### src/rtl/mem_access_unit.sv
// MEM-stage data-memory access unit: drives a word bus with byte enables and an
// ack handshake, formats load data for write-back, and reports misalign/timeout.
//
// state  | meaning
// IDLE   | waiting for req; misaligned requests go straight to RESP
// ACCESS | bus_req held, waiting for bus_ack or wait-counter expiry
// RESP   | one-cycle done/misalign/buserr pulse, then back to IDLE
module mem_access_unit #(
  parameter int MAX_WAIT = 16
) (
  input  logic        clk,
  input  logic        clrn,
  input  logic        req,
  input  logic        wmem,
  input  logic [1:0]  size,
  input  logic        lunsigned,
  input  logic [31:0] addr,
  input  logic [31:0] wdata,
  output logic [31:0] di,
  output logic        stall,
  output logic        done,
  output logic        misalign,
  output logic        buserr,
  output logic        bus_req,
  output logic        bus_we,
  output logic [31:0] bus_addr,
  output logic [3:0]  bus_be,
  output logic [31:0] bus_wdata,
  input  logic        bus_ack,
  input  logic [31:0] bus_rdata
);

  localparam int CW = (MAX_WAIT > 1) ? $clog2(MAX_WAIT) : 1;
  localparam logic [CW-1:0] CNT_LAST = CW'(MAX_WAIT - 1);

  typedef enum logic [1:0] {
    IDLE   = 2'd0,
    ACCESS = 2'd1,
    RESP   = 2'd2
  } state_t;

  state_t        state_q, state_d;
  logic [CW-1:0] cnt_q, cnt_d;
  logic          bus_req_q, bus_req_d;
  logic          we_q, we_d;
  logic [31:0]   baddr_q, baddr_d;
  logic [3:0]    be_q, be_d;
  logic [31:0]   bwdata_q, bwdata_d;
  logic [1:0]    lo_q, lo_d;
  logic [1:0]    size_q, size_d;
  logic          uns_q, uns_d;
  logic [31:0]   di_q, di_d;
  logic          done_q, done_d;
  logic          misalign_q, misalign_d;
  logic          buserr_q, buserr_d;

  logic          misaligned;
  logic [3:0]    be_new;
  logic [31:0]   wdata_rep;
  logic [7:0]    ld_byte;
  logic [15:0]   ld_half;
  logic [31:0]   ld_fmt;

  assign misaligned = ((size == 2'b01) & addr[0]) | (size[1] & (addr[1:0] != 2'b00));

  // Store lane placement; loads always fetch the whole word.
  always_comb begin
    be_new    = 4'b1111;
    wdata_rep = wdata;
    case (size)
      2'b00: begin
        wdata_rep = {4{wdata[7:0]}};
        if (wmem) be_new = 4'b0001 << addr[1:0];
      end
      2'b01: begin
        wdata_rep = {2{wdata[15:0]}};
        if (wmem) be_new = addr[1] ? 4'b1100 : 4'b0011;
      end
      default: begin
        wdata_rep = wdata;
        be_new    = 4'b1111;
      end
    endcase
  end

  always_comb begin
    ld_byte = bus_rdata[7:0];
    case (lo_q)
      2'd0:    ld_byte = bus_rdata[7:0];
      2'd1:    ld_byte = bus_rdata[15:8];
      2'd2:    ld_byte = bus_rdata[23:16];
      default: ld_byte = bus_rdata[31:24];
    endcase
    ld_half = lo_q[1] ? bus_rdata[31:16] : bus_rdata[15:0];
    case (size_q)
      2'b00:   ld_fmt = {{24{~uns_q & ld_byte[7]}}, ld_byte};
      2'b01:   ld_fmt = {{16{~uns_q & ld_half[15]}}, ld_half};
      default: ld_fmt = bus_rdata;
    endcase
  end

  always_comb begin
    state_d    = state_q;
    cnt_d      = cnt_q;
    bus_req_d  = bus_req_q;
    we_d       = we_q;
    baddr_d    = baddr_q;
    be_d       = be_q;
    bwdata_d   = bwdata_q;
    lo_d       = lo_q;
    size_d     = size_q;
    uns_d      = uns_q;
    di_d       = di_q;
    done_d     = 1'b0;
    misalign_d = 1'b0;
    buserr_d   = 1'b0;
    case (state_q)
      IDLE: begin
        if (req) begin
          if (misaligned) begin
            state_d    = RESP;
            misalign_d = 1'b1;
          end else begin
            state_d   = ACCESS;
            cnt_d     = '0;
            bus_req_d = 1'b1;
            we_d      = wmem;
            baddr_d   = {addr[31:2], 2'b00};
            be_d      = be_new;
            bwdata_d  = wdata_rep;
            lo_d      = addr[1:0];
            size_d    = size;
            uns_d     = lunsigned;
          end
        end
      end
      ACCESS: begin
        // An ack in the last allowed cycle wins over the timeout.
        if (bus_ack) begin
          state_d   = RESP;
          bus_req_d = 1'b0;
          done_d    = 1'b1;
          if (!we_q) di_d = ld_fmt;
        end else if (cnt_q == CNT_LAST) begin
          state_d   = RESP;
          bus_req_d = 1'b0;
          buserr_d  = 1'b1;
        end else begin
          cnt_d = cnt_q + CW'(1);
        end
      end
      RESP: begin
        state_d = IDLE;
      end
      default: begin
        state_d   = IDLE;
        bus_req_d = 1'b0;
      end
    endcase
  end

  always_ff @(posedge clk or negedge clrn) begin
    if (!clrn) begin
      state_q    <= IDLE;
      cnt_q      <= '0;
      bus_req_q  <= 1'b0;
      we_q       <= 1'b0;
      baddr_q    <= '0;
      be_q       <= '0;
      bwdata_q   <= '0;
      lo_q       <= '0;
      size_q     <= '0;
      uns_q      <= 1'b0;
      di_q       <= '0;
      done_q     <= 1'b0;
      misalign_q <= 1'b0;
      buserr_q   <= 1'b0;
    end else begin
      state_q    <= state_d;
      cnt_q      <= cnt_d;
      bus_req_q  <= bus_req_d;
      we_q       <= we_d;
      baddr_q    <= baddr_d;
      be_q       <= be_d;
      bwdata_q   <= bwdata_d;
      lo_q       <= lo_d;
      size_q     <= size_d;
      uns_q      <= uns_d;
      di_q       <= di_d;
      done_q     <= done_d;
      misalign_q <= misalign_d;
      buserr_q   <= buserr_d;
    end
  end

  // Gated by clrn so stall is also low while reset is held with req asserted.
  assign stall     = clrn & ((state_q == ACCESS) | ((state_q == IDLE) & req));
  assign di        = di_q;
  assign done      = done_q;
  assign misalign  = misalign_q;
  assign buserr    = buserr_q;
  assign bus_req   = bus_req_q;
  assign bus_we    = we_q;
  assign bus_addr  = baddr_q;
  assign bus_be    = be_q;
  assign bus_wdata = bwdata_q;

endmodule

### config.mk
export PLATFORM = sky130hd
export DESIGN_NAME = mem_access_unit
export DESIGN_NICKNAME = d
export VERILOG_FILES = /design/src/rtl/mem_access_unit.sv
export SDC_FILE = /design/constraint.sdc
export NUM_CORES = 1
export LEC_CHECK = 0
export CAP_MARGIN = 20
export CORE_ASPECT_RATIO = 2
export CORE_MARGIN = 2
export CORE_UTILIZATION = 45
export DETAILED_ROUTE_END_ITERATION = 7
export GPL_TIMING_DRIVEN = 0
export PLACE_DENSITY_LB_ADDON = 0.15
export SETUP_SLACK_MARGIN = 0.05
export SYNTH_ARGS = -nofsm -noshare
export SYNTH_HDL_FRONTEND = slang
export SYNTH_SLANG_ARGS = --single-unit
### constraint.sdc
create_clock -name clk -period 3.7 [get_ports clk]
set_input_delay 0.74 -clock clk [delete_from_list [all_inputs] [get_ports clk]]
set_output_delay 0.74 -clock clk [all_outputs]
set_load 0.005 [all_outputs]
Yosys cells after proc, flatten, opt, wreduce, memory -nomap -nowiden
Index checks and enable logic that the tools add are counted.

storage, ports and cells
  flip-flop bits (word level) = 114
  input bits = 104
  output and inout bits = 106
  logic and storage cells = 82

operators by class
  $add $sub $neg = 1
  eq/ne operators = 12
  shift-type cells = 1
  muxes and demuxes = 31
  bitwise gates (word level) = 12
  reduce and logical (&&, ||, !) cells = 11

operator list
  operator             count
  $pmux 32 s2          2
  $mux 4               7
  $pmux 8 s3           1
  $mux 16              1
  $pmux 4 s2           2
  $mux 1               12
  $eq 2x1->1 const B   4
  $logic_not 2->1      4
  $mux 2               4
  $ne 2x2->1 const B   4
  $and 1x1->1          6
  $reduce_and 3->1     2
  $reduce_and 5->1     1
  $add 4x1->4 const B  1
  $eq 2x2->1 const B   2
  $eq 4x4->1 const B   1
  $not 1->1            4
  $pmux 2 s2           1
  $reduce_and 4->1     1
  $reduce_bool 2->1    2
  $shl 1x2->4 const A  1
  $ne 3x3->1 const B   1
  $pmux 1 s3           1
  $or 1x1->1           2
  $reduce_and 2->1     1

Depth between registers and ports, before layout
Gate-level depths: netlist of the first run.

  depth after elaboration = 6
  gate-level depth with buffers = 7
  gate-level depth less buffers = 5

Least setup slack after synthesis of the first run
OpenSTA, ideal clock, no wires.

  path type = input to register
  start = input addr[0]
  end = register baddr_q[10], in the netlist bus_addr[10]
  library setup time = 125 ps
  arrival time = 1,646 ps
  required time = 3,575 ps
  slack = 1,929 ps
  stages on the path = 5
  path buffers = 2
  cells stage by stage = o21ai_1 nand3_2 buf_6 buf_6 mux2_4

between the ends
  longest elaborated chain between the ends = 5
  elaborated cells on any way between the ends = 6
  those cells by class = bitwise (4); reduce/logical (2)

ends and longest elaborated chain
  element                              RTL line  source
  start, declared                      17        input logic [31:0] addr,
  $reduce_bool 2->1                    64        assign misaligned = ((size == 2'b01) & addr[0]) | (size[1] & (addr[1:0] != 2'b00));
  $and 1x1->1                          64
  $or 1x1->1 *                         64
  $not 1->1 (no source line) *         n/a
  $reduce_and 3->1 (no source line) *  n/a
  end signal, assigned                 183       baddr_q <= baddr_d;
  end, declared                        46        logic [31:0] baddr_q, baddr_d;

Mark *: on every way between the ends. The rest lies on a longest branch, timed or not.
A chain may end at the register's enable or synchronous reset.

Final worst setup path of the first run
  start = input req
  end = output stall

between the ends
  longest elaborated chain between the ends = 3

ends and longest elaborated chain
  element          RTL line  source
  start, declared  13        input logic req,
  $and 1x1->1      197       assign stall = clrn & ((state_q == ACCESS) | ((state_q == IDLE) & req));
  $or 1x1->1       197
  $and 1x1->1      197
  end, declared    20        output logic stall,

No other way between the ends.

==> metrics, run 1 <==
Worst setup startpoint=req; PD cells=725.9 nW/um^2; DR pass1 iterations=5; fraction of registers with async set/reset=1.000; maximum vdd ir drop=0.0004192 V; quantity of I/O buffers inserted on ports=207; Net count, final=831; CP Max Fanout=4; critical path startpoint category=primary input; synthesis warning total=0; Total GRT Usage=0.2803; GP Congestion=0.9302; Syn Area/Cell=10.93 um^2; slew margin rel.=0.6085; Die H=159.6 um; htree depth=4; Detailed Place HPWL=13.04 mm; largest net degree at the start of global routing=91; GRT overflow=0; Root Buffer=clkbuf_16; Post-Place Worst Slack=875.8 ps; Pleak=3.731 nW; CTS Sinks=114; Fillers=862; WL per Instance=19.88 um; max-slew violation count=0; Routed Antenna Nets=0; Routed WL=17.56 mm; Worst-Margin Slew=587.2 ps; Fmax achieved=354.4 MHz; quantity of hold-fixing buffers added after cts=0; Period minus WS final=2821 ps; Rows=56; Layout Skew=9.408 ps; Final Hold Vio Count=0; Critical R2R Launch=lo_q[1]; clk buf depth=2; Mapped Cells=498; maxcap violations=0; Final period util=0.7625; Post-synth EDFFs=0; unrepaired setup endpoints after global routing=false; Via-to-Cell Ratio=5.552; vias in the first global route=5,331; Initial Utilization=0.4626; Yosys top cell by area=dfrtp_1; Vias=4,902; Post-Syn Area=5445 um^2; status=completed; worst min path class=primary input to async pin; DR iter-0 viols=218; Synth area leaders=dfrtp_1, mux2_4, mux2i_1; Die Area=13,050 um^2; WP data arrival=2080 ps; core area=11,770 um^2; initial antenna violation count=0; layout cell share with drive strength beyond 1=0.1518; critical path required time=2960 ps; register area share after synthesis=0.5239; CP Class=primary input to output pin; Synth cell types=45; first-pass GRT wire length=27.50 mm; Num CTS Buffers=17; clock latency at the later pin of the worst-skew pair=420 ps; CTS tree=done; Yosys reg bits=114; final setup fails=0; top cell type's share of synthesized area=0.5239; Final WS setup=878.6 ps; flop-to-flop setup slack=1930 ps; DRC viols=0; final antenna diode count=0; crit end category=output pin; Main synth FF type=dfrtp_1; post-cts repair resize count=0; fin util=0.7118; Post-CTS Setup Inserts=0; Area growth syn-to-layout=53.88%; Ports=210; Worst-path clk slew=60 ps; Die X=81.79 um
-- state kept, by name, indices dropped and copies added, names as in the netlist --
| register | cells |
|---|---|
| uns_q | 1 |
| done | 1 |
| misalign | 1 |
| cnt_q | 4 |
| bus_we | 1 |
| bus_req | 1 |
| bus_be | 4 |
| bus_addr | 30 |
| bus_wdata | 32 |
| di | 32 |
| buserr | 1 |
| lo_q | 2 |
| size_q | 2 |
| state_q | 2 |
-- synthesized netlist by cell type, drive strengths merged (4+ instances only) --
master / instances
a21o: 4
mux2i: 25
nor3: 5
and2: 8
mux2: 50
a22oi: 5
o21ai: 41
a31oi: 12
dfrtp: 114
nor3b: 9
a21oi: 21
nor2: 29
nand2: 63
nand3: 37
clkbuf: 15
buf: 24
inv: 6
a32oi: 4
-- layout by cell type (no fill, tap or decap), drive strengths merged, types with 2 or more instances in the layout --
cell           count
dfrtp            114
mux4               2
a32oi              4
nor2b              2
and2               8
clkinv             3
o21ai             41
clkbuf            34
nor2              29
nor3b              9
conb               2
mux2              50
nand3             37
and3b              2
o31ai              2
a21oi             21
nor3               5
clkdlybuf4s50    206
mux2i             25
a21o               4
a22oi              5
clkinvlp           2
a31oi             12
inv                8
bufinv             5
nand2             63
buf               26
nand2b             2
a311oi             2
-- metrics by stage --
stage	instances	hold slack [ps]	total power, mW	instance area [um^2]	TNS, ps
global placement	851	462.3	4.189	7702	-287980
floorplan	499	444.4	2.915	5449	0
detailed placement	852	471.7	4.276	7731	0
global route	883	184.2	6.408	8379	0
CTS	883	180.4	6.116	8379	0
finish	883	177.2	6.083	8379	0
-- area by class of cell --
| type | count | area [um^2] | area share |
|---|---|---|---|
| well taps | 145 | 181.4 | 0.02165 |
| repair buffers | 208 | 2101 | 0.2507 |
| flip-flops and latches | 114 | 2853 | 0.3405 |
| inverters | 6 | 22.52 | 0.002688 |
| multi-input cells | 340 | 2359 | 0.2815 |
| clock inverters | 12 | 205.2 | 0.02449 |
| plain buffers | 39 | 215.2 | 0.02568 |
| clock buffers | 19 | 442.9 | 0.05286 |
-- power breakdown --
group	internal [mW]	switching, mW	leakage [nW]
combinational	1.36	0.901	2.03
sequential	1.73	0.285	1.39
clock	1.21	0.597	0.310
-- routing by layer --
metal	part of all wire	up-vias	global-route usage
li1	-	2217	-
met1	0.33	2370	0.2755
met2	0.55	259	0.5067
met3	0.071	56	0.07370
met4	0.042	0	0.1530
met5	0	-	0
-- cells by family after synthesis --
family	after synthesis	share of synthesized area
compound gates	97	0.1062
xor+xnor	1	0.001609
fa+ha+maj	1	0.002297
buf+inv	45	0.04366
flops	114	0.5239
mux	77	0.1790
other cells	1	0.0006887
simple gates	162	0.1427
-- worst paths after layout --
check / endpoint / cells after the start
worst max-delay path: stall / 4
worst min register to register: bus_req / 2
worst max register to register: di[26] / 5
min in group clk: bus_req / 2
max in group asynchronous: bus_wdata[25] / 2
worst min-delay path: bus_addr[4] / 1
-- critical path, cell delays in order --
cell and delay [ps]:
clkdlybuf4s50_1 560, nor2_1 60, nor3b_1 180, clkdlybuf4s50_1 540
No activity file was read; power rests on OpenSTA's default activity.
==> inputs of run 2 (changes only) <==
--- a/config.mk
+++ b/config.mk
@@ -8,7 +8,7 @@
 export CAP_MARGIN = 20
 export CORE_ASPECT_RATIO = 2
 export CORE_MARGIN = 2
-export CORE_UTILIZATION = 45
+export CORE_UTILIZATION = 40
 export DETAILED_ROUTE_END_ITERATION = 7
 export GPL_TIMING_DRIVEN = 0
 export PLACE_DENSITY_LB_ADDON = 0.15
==> constraint.sdc (replaced) <==
create_clock -name clk -period 2.3 [get_ports clk]
set_input_delay 0.46 -clock clk [delete_from_list [all_inputs] [get_ports clk]]
set_output_delay 0.46 -clock clk [all_outputs]
set_load 0.005 [all_outputs]
==> run 2 against run 1 <==
- clock skew increased by 1.5 ps
- critical endpoint unchanged
- largest power group unchanged
- critical path type is now flop to output pin
- routed wire length down 0.98%
- sequential power rose by 61%
==> metrics, run 2 (synthesis gave the netlist of run 1 again) <==
CTS tree=done; Die X=86.50 um (+5.8%); CP Max Fanout=10 (+6); CP Class=flop to output pin; Area growth syn-to-layout=52.78%; Fillers=1,102 (+28%); first-pass GRT wire length=27.12 mm (-1.4%); fin util=0.6226 (-0.08928); Post-DP Area=7744 um^2 (+0.16%); Fmax achieved=461.2 MHz; DR pass1 iterations=4 (-1); Rows=60 (+7.1%); WP data arrival=1710 ps (-370 ps); CP bufs+invs=2 (unchanged); slew margin rel.=0.4565 (-0.1520); GRT overflow=0 (unchanged); maxcap violations=0 (unchanged); WL per Instance=19.42 um (-2.3%); Ports=210 (unchanged); final setup fails=0 (unchanged); crit end category=output pin; Initial Utilization=0.4075 (-0.05509); Final Hold Vio Count=0 (unchanged); critical path startpoint category=flop; Inst Count DP=862 (+1.2%); Period minus WS final=2168 ps; Num CTS Buffers=17 (unchanged); delay-heaviest family, CP=buffers and inverters; Layout Skew=10.93 ps (+1.526 ps); DR iter-0 viols=151 (-31%); largest net degree at the start of global routing=97 (+6.6%); max-slew violation count=0 (unchanged); Vias=4,771 (-2.7%); GP Congestion=0.9257 (-0.48%); PD cells=1127 nW/um^2 (+55%); htree depth=4 (unchanged); Routed Antenna Nets=0 (unchanged); final antenna diode count=0 (unchanged); Finished Layout Cells=895 (+1.4%); setup_tns=0 ps (unchanged); slowest library cell on the worst path=clkdlybuf4s50_1; Critical Path, Cell by Cell=buf_2 > nor2_1 > nor3b_1 > clkdlybuf4s50_1; worst min path class=primary input to async pin; clock latency at the later pin of the worst-skew pair=410 ps (about the same); maximum vdd ir drop=0.0005992 V (+43%); DRC viols=0 (unchanged); most frequent cells in the layout=clkdlybuf4s50_1, dfrtp_1, nand2_1; Die Area=14,620 um^2 (+12%); layout cell share with drive strength beyond 1=0.1500 (-0.001762); flop-to-flop setup slack=540 ps (-1390 ps); Worst-Margin Slew=812.5 ps (+225.3 ps); Via-to-Cell Ratio=5.331 (-4.0%); fin area=8319 um^2 (-0.72%); Post-CTS Setup Inserts=0 (unchanged); Net count, final=832 (+0.12%); Final period util=0.9427; Post-Place Worst Slack=15.65 ps (-860.2 ps); Final WS setup=131.9 ps (-746.7 ps); most common cell after layout, fill and taps aside=clkdlybuf4s50_1; R2R cell count=5 (unchanged); Detailed Place HPWL=13.23 mm (+1.5%); initial antenna violation count=0 (unchanged); unrepaired setup endpoints after global routing=false; Root Buffer=clkbuf_16; CTS Sinks=114 (unchanged); Die H=169 um (+5.9%); quantity of I/O buffers inserted on ports=207 (unchanged); clk buf depth=2 (unchanged); Worst-path clk slew=60 ps (about the same); Critical R2R Launch=size_q[1]; Pleak=3.707 nW (-0.65%); CP peak stage delay=540 ps (-20 ps); critical path required time=1840 ps (-1120 ps); Total GRT Usage=0.2425 (-0.03782); core area=13,360 um^2 (+14%); vias in the first global route=5,191 (-2.6%); status=completed; Routed WL=17.38 mm (-0.98%); r2r endpoint=di[26]
run 2: cell types whose count changed in the layout (fill, tap and decap cells not counted), sizes merged, moves of 2 or more:
cell,previous run,this run
bufinv,5,2
clkinv,3,6
clkbuf,34,36
inv,8,6
run 2: stage by stage:
stage	hold slack, ps	total power, mW
2_1_floorplan	164.4	4.689
3_3_place_gp	461.8	6.778
3_5_place_dp	314.2	6.877
4_1_cts	115.8	9.471
5_1_grt	113.2	9.911
6_report	82.73	9.378
run 2: worst max path at each step:
stage / from / to / slack (ps) / cells after the start
5_1_grt: state_q[0] / stall / 70 / 4
4_1_cts: req / stall / 50 / 4
3_5_place_dp: size[1] / bus_wdata[23] / 20 / 5
3_3_place_gp: clrn / stall / -3860 / 3
6_report: state_q[0] / stall / 130 / 4
2_1_floorplan: state_q[1] / bus_addr[10] / 760 / 6
run 2: final cells by class:
| cell class | count | area (um^2) | share of cell area |
|---|---|---|---|
| flip-flops and latches | 114 | 2853 | 0.3429 |
| multi-input cells | 340 | 2359 | 0.2835 |
| repair buffers | 209 | 2113 | 0.2540 |
| clock buffers | 21 | 450.4 | 0.05414 |
| plain buffers | 39 | 215.2 | 0.02587 |
| well taps | 155 | 193.9 | 0.02331 |
| clock inverters | 11 | 112.6 | 0.01354 |
| inverters | 6 | 22.52 | 0.002707 |
run 2: what timing repair did:
| action | 4_1_cts | 5_1_grt |
|---|---|---|
| endpoints found under the hold margin | 18 | 0 |
| hold buffers | 1 | 0 |
| endpoints found under the setup margin | 0 | 1 |
| gates resized for setup | 0 | 1 |
run 2: per-layer routing:
| layer | GRT usage | share of wire | vias up |
|---|---|---|---|
| met4 | 0.1318 | 0.044 | 0 |
| met3 | 0.06338 | 0.059 | 44 |
| met5 | 0 | 0 | - |
| li1 | - | - | 2220 |
| met1 | 0.2393 | 0.34 | 2307 |
| met2 | 0.4455 | 0.56 | 200 |
run 2: worst register-to-register path, delay by kind of cell (launching register included):
| kind | cells | cell delay [ps] |
|---|---|---|
| flops | 1 | 320 |
| buf+inv | 3 | 1090 |
| simple gates | 2 | 270 |
run 2: power breakdown:
| part | internal (mW) | switching, mW | leakage, nW |
|---|---|---|---|
| Clock | 1.61 | 0.931 | 0.272 |
| Combinational | 2.19 | 1.41 | 2.05 |
| Sequential | 2.78 | 0.459 | 1.39 |
| Total | 6.58 | 2.80 | 3.71 |
==> variant 1 (settings of run 1) <==
The parameter `MAX_WAIT` goes from 16 to 64.
--- a/src/rtl/mem_access_unit.sv
+++ b/src/rtl/mem_access_unit.sv
@@ -8,3 +8,3 @@
 module mem_access_unit #(
-  parameter int MAX_WAIT = 16
+  parameter int MAX_WAIT = 64
 ) (
Function: no difference found for any inputs over 4 cycles, from zero or initial values; that may be too few to reach the edited logic, so the function may still have changed.
==> variant 1 against run 1 <==
Via count increased by 6.1%; global-route usage increased by 0.34 points; sequential cell count increased by 2; register-to-register slack got worse by 380 ps; critical path type unchanged; total power increased by 6.8%; wire length increased by 0.72%; cell area decreased by 1.3%; setup slack got worse by 140 ps; largest cell class unchanged; synthesized area decreased by 1.5%.
==> variant 1: results (changes against run 1) <==
\begin{tabular}{lr}
\hline
Metric & Value \\
\hline
\multicolumn{2}{l}{\textbf{Placed design}} \\
\quad Placed Instance Area & 7650 um\^{}2 (-1.0\%) \\
\quad Routability-driven placement congestion ratio & 0.921 (-1.0\%) \\
\quad Total half-perimeter wirelength after legalization and detailed placement & 13,700 um (+5.2\%) \\
\multicolumn{2}{l}{\textbf{Pwr}} \\
\quad Peak supply drop & 0.515 mV (+23\%) \\
\quad Switching part of the total power & 32.7\% (+3.3 points) \\
\quad Power consumed by the clock network & 1700 uW (-6\%) \\
\quad Leak Pwr & 0.00367 uW (-1.5\%) \\
\quad Post-layout power & 6490 uW (+6.8\%) \\
\quad Power attributed to combinational cells & 2540 uW (+12\%) \\
\multicolumn{2}{l}{\textbf{GRT}} \\
\quad Global-route wire length before repair & 27,400 um (-0.50\%) \\
\quad GR met3 Demand/Resource & 7.31\% (-0.057 points) \\
\quad Largest net degree at the start of global routing & 71 (-22\%) \\
\quad Number of global-route vias before repair & 5,512 (+3.4\%) \\
\quad Global routing met2 resource utilization & 52.4\% (+1.8 points) \\
\quad Met1 layer usage reported by global route & 26.8\% (-0.72 points) \\
\multicolumn{2}{l}{\textbf{Status}} \\
\quad Result of the run & completed \\
\multicolumn{2}{l}{\textbf{Setup path}} \\
\quad Worst-path maximum fanout & 70 (+66) \\
\quad Crit path from & clrn \\
\quad Longest individual stage delay on the worst path & 490 ps (-70 ps) \\
\multicolumn{2}{l}{\textbf{Synth}} \\
\quad Cells taking the most area after synthesis & sky130\_fd\_sc\_hd\_\_dfrtp\_1, sky130\_fd\_sc\_hd\_\_nand2\_1, sky130\_fd\_sc\_hd\_\_o21ai\_0, sky130\_fd\_sc\_hd\_\_mux2i\_1, sky130\_fd\_sc\_hd\_\_a21oi\_1 \\
\quad Portion of the post-synthesis area used by sequential elements & 54.1\% (+1.7 points) \\
\quad Leading post-synthesis cells by instance count & sky130\_fd\_sc\_hd\_\_nand2\_1, sky130\_fd\_sc\_hd\_\_dfrtp\_1, sky130\_fd\_sc\_hd\_\_o21ai\_0, sky130\_fd\_sc\_hd\_\_a21oi\_1, sky130\_fd\_sc\_hd\_\_mux2i\_1 \\
\multicolumn{2}{l}{\textbf{STA}} \\
\quad Rel. slew slack & 54.9\% (-5.9 points) \\
\quad Fin Clk Skew & 10.8 ps (+1.36 ps) \\
\multicolumn{2}{l}{\textbf{Finish}} \\
\quad Final \#Nets & 914 (+10\%) \\
\quad FILL cells & 896 (+3.9\%) \\
\quad Share of cells above drive strength 1 & 7.66\% (-7.5 points) \\
\multicolumn{2}{l}{\textbf{Routing}} \\
\quad Detailed router's first-iteration violation count & 213 (-2.3\%) \\
\hline
\end{tabular}
[variant 1: changes by cell type in the layout (fill, tap and decap cells not counted), sizes merged, moves of 7 or more]
cell / change
nand3: -31
o21ai: +26
nor3b: -7
nand2: +113
or3: +7
a21oi: +15
and2: -8
o211ai: +17
nor2: -8
mux2: -43
a31oi: -8
[variant 1: final cells by class]
type	count	area share, %
Buffer	38	2.18
Clock buffer	19	5.36
Clock inverter	13	2.10
Inverter	5	0.227
Multi-Input combinational cell	423	27.4
Sequential cell	116	35.1
Tap cell	145	2.19
Timing Repair Buffer	208	25.4
[variant 1: per-stage QoR]
stage | setup TNS [ps] | std cells | hold WS, ps | worst slack [ps] | util [%]
final | 0 | 967 | 248 | 738 | 70.7
after global routing | 0 | 967 | 283 | 573 | 70.7
after CTS | 0 | 967 | 273 | 666 | 70.7
after detailed placement | 0 | 935 | 466 | 676 | 65.4
after global placement | -305600 | 934 | 459 | -3120 | 65.1
after floorplan | 0 | 582 | 444 | 1730 | -
[variant 1: routing by layer]
| layer | routed length [um] | vias to the layer above |
|---|---|---|
| li1 | - | 2451 |
| met1 | 5800 | 2482 |
| met2 | 9960 | 215 |
| met3 | 1030 | 51 |
| met4 | 886 | 0 |
| met5 | 0 | - |
[variant 1: logic make-up after synthesis]
family	after synthesis	synth area share (%)
AOI/OAI and AO/OA	149	16.3
xor gates and xnor gates	1	0.163
adders and majority gates	1	0.233
buffers and inverters	43	3.71
DFF	116	54.1
muxes	33	6.55
other	1	0.0699
and+or+nand+nor	237	18.9
[variant 1: final timing paths]
check                          endpoint  cells after the start  slack [ps]
hold / removal                    di[9]                      1         250
min in group clk           bus_addr[10]                      2         480
hold reg to reg            bus_addr[10]                      2         480
max in group asynchronous        di[18]                      2        2740
setup reg to reg                 di[25]                      5        1550
setup / recovery                  stall                      4         740
